$ cat src/rtl/regbank_ctrl_pkg.sv
// Shared sizes and sequencer state encoding for the register-bank front end.
// Latency: n/a (declarations only).
// Backpressure: n/a.
package regbank_ctrl_pkg;

    localparam int RB_NREG = 16;
    localparam int RB_AW   = 4;
    localparam int RB_DW   = 16;
    localparam logic [RB_NREG-1:0] RB_DAC_MASK = 16'hFFFF;

    // Update sequencer: pick a dirty register, capture its read data, offer it.
    typedef enum logic [1:0] {
        SEQ_IDLE  = 2'd0,
        SEQ_CAP   = 2'd1,
        SEQ_OFFER = 2'd2
    } seq_state_t;

endpackage

$ cat src/rtl/regbank_ctrl_rr_find.sv
// Round-robin search: first set bit of vec at or after start, wrapping past the top index.
// Latency: combinational.
// Backpressure: none.
// Ports: vec (candidates), start (search origin), idx (winner), found (any bit set).
// N must equal 2**W so the index arithmetic wraps naturally.
module regbank_ctrl_rr_find #(
    parameter int N = 16,
    parameter int W = 4
) (
    input  logic [N-1:0] vec,
    input  logic [W-1:0] start,
    output logic [W-1:0] idx,
    output logic         found
);

    logic [W-1:0] cand;

    // Walk offsets from the far end back to zero so the nearest hit is the last one kept.
    always_comb begin
        idx   = '0;
        found = 1'b0;
        cand  = '0;
        for (int i = N - 1; i >= 0; i--) begin
            cand = start + W'(i);
            if (vec[cand]) begin
                idx   = cand;
                found = 1'b1;
            end
        end
    end

endmodule

$ cat src/rtl/regbank_ctrl.sv
// Register-bank front end: round-robin write-port arbiter (host vs ADC) plus dirty-register update sequencer.
// Latency: write req sampled at edge N -> bank commit at N+1; host write to idle sequencer -> upd_valid from N+3.
// Backpressure: requests are held until their wack pulse; an offered update holds stable until upd_ready.
// Ports: host_w*/adc_w* request sides with wack pulses; rb_* bank write/read port; upd_* update stream;
//        scan_en gates new scans; dirty exposes the pending-update bitmap.
module regbank_ctrl
    import regbank_ctrl_pkg::*;
#(
    parameter int NREG = RB_NREG,
    parameter int AW   = RB_AW,
    parameter int DW   = RB_DW,
    parameter logic [NREG-1:0] DAC_MASK = RB_DAC_MASK
) (
    input  logic            clk,
    input  logic            reset,
    input  logic            host_wreq,
    input  logic [AW-1:0]   host_waddr,
    input  logic [DW-1:0]   host_wdata,
    output logic            host_wack,
    input  logic            adc_wreq,
    input  logic [AW-1:0]   adc_waddr,
    input  logic [DW-1:0]   adc_wdata,
    output logic            adc_wack,
    output logic            rb_write,
    output logic [AW-1:0]   rb_waddr,
    output logic [DW-1:0]   rb_wdata,
    output logic [AW-1:0]   rb_raddr,
    input  logic [DW-1:0]   rb_rdata,
    input  logic            scan_en,
    output logic            upd_valid,
    output logic [AW-1:0]   upd_addr,
    output logic [DW-1:0]   upd_data,
    input  logic            upd_ready,
    output logic [NREG-1:0] dirty
);

    // ---------------- write-port arbiter ----------------
    logic prio_adc;     // 0: host holds priority, 1: ADC holds priority
    logic wsrc_host;    // the write currently on rb_* came from the host
    logic host_elig, adc_elig, grant_host, grant_adc;

    // A request whose wack is high this cycle was just served; ignoring it avoids a double grant.
    always_comb begin
        host_elig  = host_wreq & ~host_wack;
        adc_elig   = adc_wreq & ~adc_wack;
        grant_host = host_elig & (~adc_elig | ~prio_adc);
        grant_adc  = adc_elig & ~grant_host;
    end

    always_ff @(posedge clk) begin
        if (reset) begin
            rb_write  <= 1'b0;
            rb_waddr  <= '0;
            rb_wdata  <= '0;
            host_wack <= 1'b0;
            adc_wack  <= 1'b0;
            wsrc_host <= 1'b0;
            prio_adc  <= 1'b0;
        end else begin
            rb_write  <= grant_host | grant_adc;
            host_wack <= grant_host;
            adc_wack  <= grant_adc;
            wsrc_host <= grant_host;
            if (grant_host) begin
                rb_waddr <= host_waddr;
                rb_wdata <= host_wdata;
            end else if (grant_adc) begin
                rb_waddr <= adc_waddr;
                rb_wdata <= adc_wdata;
            end
            // Priority only moves on contention: it passes to the side that lost.
            if (host_elig && adc_elig) begin
                prio_adc <= ~prio_adc;
            end
        end
    end

    // ---------------- update sequencer ----------------
    seq_state_t state, state_nxt;
    logic [AW-1:0]   ptr;
    logic [AW-1:0]   pick_idx;
    logic            pick_found;
    logic            do_pick, do_cap, do_accept;
    logic [NREG-1:0] dirty_set, dirty_clr;

    regbank_ctrl_rr_find #(.N(NREG), .W(AW)) u_find (
        .vec   (dirty),
        .start (ptr),
        .idx   (pick_idx),
        .found (pick_found)
    );

    always_ff @(posedge clk) begin
        if (reset) begin
            state <= SEQ_IDLE;
        end else begin
            state <= state_nxt;
        end
    end

    // scan_en only gates leaving IDLE; a word already picked runs to completion.
    always_comb begin
        state_nxt = state;
        do_pick   = 1'b0;
        do_cap    = 1'b0;
        do_accept = 1'b0;
        case (state)
            SEQ_IDLE: begin
                if (scan_en && pick_found) begin
                    do_pick   = 1'b1;
                    state_nxt = SEQ_CAP;
                end
            end
            SEQ_CAP: begin
                do_cap    = 1'b1;
                state_nxt = SEQ_OFFER;
            end
            SEQ_OFFER: begin
                if (upd_valid && upd_ready) begin
                    do_accept = 1'b1;
                    state_nxt = SEQ_IDLE;
                end
            end
            default: state_nxt = SEQ_IDLE;
        endcase
    end

    // A host commit landing on the capture edge re-marks the bit, so the new data goes out later.
    always_comb begin
        dirty_set = '0;
        dirty_clr = '0;
        if (rb_write && wsrc_host && DAC_MASK[rb_waddr]) begin
            dirty_set[rb_waddr] = 1'b1;
        end
        if (do_cap) begin
            dirty_clr[rb_raddr] = 1'b1;
        end
    end

    always_ff @(posedge clk) begin
        if (reset) begin
            dirty     <= '0;
            ptr       <= '0;
            rb_raddr  <= '0;
            upd_valid <= 1'b0;
            upd_addr  <= '0;
            upd_data  <= '0;
        end else begin
            dirty <= (dirty & ~dirty_clr) | dirty_set;
            if (do_pick) begin
                rb_raddr <= pick_idx;
            end
            if (do_cap) begin
                upd_data  <= rb_rdata;
                upd_addr  <= rb_raddr;
                upd_valid <= 1'b1;
            end
            if (do_accept) begin
                upd_valid <= 1'b0;
                ptr       <= upd_addr + AW'(1);
            end
        end
    end

endmodule
$ cat config.mk
export PLATFORM = sky130hd
export DESIGN_NAME = regbank_ctrl
export DESIGN_NICKNAME = d
export VERILOG_FILES = /design/src/rtl/regbank_ctrl_pkg.sv /design/src/rtl/regbank_ctrl_rr_find.sv /design/src/rtl/regbank_ctrl.sv
export SDC_FILE = /design/constraint.sdc
export NUM_CORES = 1
export LEC_CHECK = 0
export ABC_CLOCK_PERIOD_IN_PS = 10100
export BUFFER_PORTS_ARGS = -buffer_cell sky130_fd_sc_hd__buf_2
export CORE_ASPECT_RATIO = 0.7
export CORE_MARGIN = 2
export CORE_UTILIZATION = 59
export CTS_CLUSTER_DIAMETER = 150
export CTS_CLUSTER_SIZE = 12
export DETAILED_ROUTE_END_ITERATION = 10
export PLACE_DENSITY = 0.87
export SETUP_SLACK_MARGIN = 0.05
export SYNTH_ARGS = -nofsm -noshare
export SYNTH_HDL_FRONTEND = slang
export SYNTH_SLANG_ARGS = --single-unit
$ cat constraint.sdc
create_clock -name clk -period 10.1 [get_ports clk]
set_input_delay 0 -clock clk [delete_from_list [all_inputs] [get_ports clk]]
set_output_delay 0 -clock clk [all_outputs]
set_load 0.005 [all_outputs]
==> summary.txt <==
Timing
  – Post-route clock period utilization: 44.7%
  – Worst-case headroom to the max-slew limit: between 10 and 15%
  – Setup_tns: 0 ps
  – Top achievable clock speed: 221 MHz
  – Max-slew violation count: 0
  – Crit path time final: 4520 ps
  – Unrepaired setup endpoints after global routing: false
  – Worst setup skew after layout: 7.43 ps
  – Finish-stage setup viols: 0
  – Final-report hold violation count: 0
  – Least-Margin Pin Slew: 1270 ps

Clocking
  – Clock buffer count from CTS: 9
  – Clock Sinks: between 70 and 80
  – Maximum number of buffers from clock root to sink: 2
  – Clock H-tree levels: 3
  – Clock latency on the worst-skew pair: between 300 and 400 ps
  – Library cell used as clock root buffer: clkbuf_16
  – TritonCTS clock tree: yes
  – Number of buffers added for setup after CTS: 0
  – Clock input transition at the sequential cells of the worst setup and hold paths: 60 ps

Logic synthesis
  – Net count after synthesis: 652
  – Post-synthesis compound-gate area fraction: 19.0%
  – Arithmetic-cell share of the synthesized area counting full adders, half adders and majority gates: 1.94%
  – Fraction of synthesis flops using an asynchronous set or reset pin: 0%
  – Proportion of netlist area held by the largest area contributor: 27.5%
  – Warnings from Yosys: 0
  – Parity-gate share of the synthesized area counting xor and xnor cells: 2.44%
  – Synthesized-area fraction occupied by and/or/nand/nor cells: 17.3%
  – Share of synthesized area spent on multiplexers: 27.5%
  – Mean instance size in the synthesized netlist: 8.88 um^2
  – Combinational family with the most area after synthesis: multiplexers
  – Post-synth EDFFs: 0
  – Share of the yosys chip area belonging to registers: 27.5%
  – Number of register bits inferred by synthesis: 71
  – Most area-hungry cell type in the Yosys netlist: dfxtp_1
  – Netlist area before placement: 0.00517 mm^2
  – Synth Flop Type: dfxtp_1
  – Number of unique standard cell types used by synthesis: 64
  – Ranking of synthesized cells by area: dfxtp_1 27%, mux4_2 15%, mux2i_1 10%
  – Number of cells produced by synthesis: 582

Global routing
  – Total routing usage reported by global routing: 36.8%
  – Gr ovfl total: 0
  – Maximum number of pins on one net before global-route repair: 71
  – Antenna violations before repair: 0
  – Via count of the first global-routing pass: 5109
  – Global-route wire length before repair: approximately 27 mm

Final layout
  – Final non-filler cell total: 834
  – Total Nets Final: 780
  – Most common cell after layout, fill and taps aside: buf_2
  – Most used cells in the layout excluding fill and tap cells: 125 x buf_2, 78 x nand2_1, 71 x dfxtp_1
  – Inserted Diodes: 0
  – Share of layout cells above drive strength 1: 27.9%
  – Post-synthesis to final-layout area growth: 22.1%

Power
  – IR Drop Worst-Case VDD: 113 uV
  – Power density cells: 110 mW/mm^2
  – P_leak: between 2 and 3 nW

Place
  – IO Port Bufs: 125
  – HPWL after DPL: around 11 mm
  – Placed cell count: ~800
  – Final estimated routing congestion in global placement: 1.04

Detailed routing
  – Number of vias per cell: between 6 and 7
  – Final wirelength: 17.0 mm
  – Drt first pass iters: 5
  – Number of remaining DRC errors: 0
  – WL per Instance: 20.4 um
  – Antenna-violating nets left: 0
  – DR iter-0 viols: roughly 660
  – Via count: 5416

Floorplanning
  – Cell Rows: 28
  – Starting utilization of the core area: 61.0%
  – Horiz. Die Dim: 116 um
  – Core box area: about 0.0085 mm^2
  – Total Die Area: 0.00954 mm^2
  – Die Span Y: 82.3 um
  – Boundary Pins: 126

Worst setup path
  – Category of the critical setup timing path: reg2reg
  – Required time of the worst setup path: 10300 ps
  – Type of element capturing the critical path: flip-flop
  – Critical path launch point type: flip-flop
  – Worst endpoint data arrival time: 4720 ps
  – Max Fanout on Critical Path: 30

Hold path
  – Kind of path behind the tightest hold check: in2reg

Outcome
  – Result of the run: finished, final reports clean

Flow run
  – Total of max-cap violations: 0
==> cells by family (layout without fill, tap and decap cells) <==
kind of cell    count (synthesis)  in the layout
compound gates                154            154
buf+inv                        48            180
simple gates                  193            193
mux                            97             97
flops                          71             71
fa+ha+maj                       8              8
xor+xnor                       11             11
==> routing by layer <==
layer / vias up / track usage, % / wire length [um]
met4: 0 / 13.2 / 407
met5: - / 0 / 0
li1: 2422 / - / -
met2: 388 / 58.2 / 7730
met1: 2550 / 48.4 / 6680
met3: 56 / 10.9 / 2170
==> worst max-delay path, cell delays in order (launching register included) <==
cell,delay [ps]
dfxtp_1,300
buf_4,370
inv_1,270
ha_1,950
mux2i_1,250
mux4_2,560
mux2i_1,480
o21bai_1,160
a221oi_1,500
nor3_1,120
o31ai_1,280
o211ai_1,120
==> timing repair <==
item | 4_1_cts | 5_1_grt
hold buffers | 20 | 0
gates resized for setup | 0 | 0
endpoints found under the hold margin | 20 | 0
==> where the power goes <==
part | leakage (nW) | switching (mW) | internal, mW
clock network | 0.139 | 0.119 | 0.190
logic | 1.84 | 0.0420 | 0.0395
registers | 0.579 | 0.0106 | 0.292
==> stage by stage <==
stage	power, mW	area (um^2)	hold slack, ps	setup slack [ps]	utilization [%]
after floorplan	0.347	5170	136	6190	-
after global placement	0.377	5820	240	5870	68.7
after detailed placement	0.381	5820	246	5700	68.7
after CTS	0.690	6310	1.48	5650	74.4
after global routing	0.712	6310	13.2	5260	74.4
final	0.693	6310	6.51	5580	74.4
==> synth_stat cells, types with 4 or more instances <==
| master | count |
|---|---|
| nand2_1 | 78 |
| dfxtp_1 | 71 |
| mux2i_1 | 54 |
| nor2_1 | 51 |
| a21oi_1 | 49 |
| mux4_2 | 34 |
| o21ai_0 | 33 |
| a211oi_1 | 24 |
| clkbuf_1 | 19 |
| inv_1 | 12 |
| nor2b_1 | 12 |
| nand3_1 | 9 |
| nor3_1 | 9 |
| ha_1 | 8 |
| nand2b_1 | 8 |
| mux2_2 | 7 |
| nor3b_1 | 7 |
| buf_2 | 6 |
| o211ai_1 | 5 |
| o22ai_1 | 5 |
| xnor2_1 | 5 |
| buf_1 | 4 |
| buf_6 | 4 |
==> state kept, by name (all words and copies together) (netlist names), 2 cells and up <==
signal and cells:
dirty 16, ptr 4, rb_raddr 4, rb_waddr 4, rb_wdata 16, state 2, upd_addr 4, upd_data 16
==> worst paths after layout <==
check          startpoint          end  slack (ps)  cells after the start
min reg2reg   upd_data[0]  upd_data[0]         470                      2
min          adc_wdata[8]  rb_wdata[8]           7                      3
max                ptr[1]  rb_raddr[0]        5580                     11
max reg2reg        ptr[1]  rb_raddr[0]        5580                     11
==> layout make-up <==
cell class / instances / area [um^2]
clock buffers: 10 / 229
well taps: 120 / 150
fillers: 626 / 2170
repair buffers: 152 / 878
inverters: 13 / 48.8
multi-input cells: 463 / 3520
clock inverters: 5 / 60.1
flip-flops and latches: 71 / 1420
(Power assumes the default switching activity.)
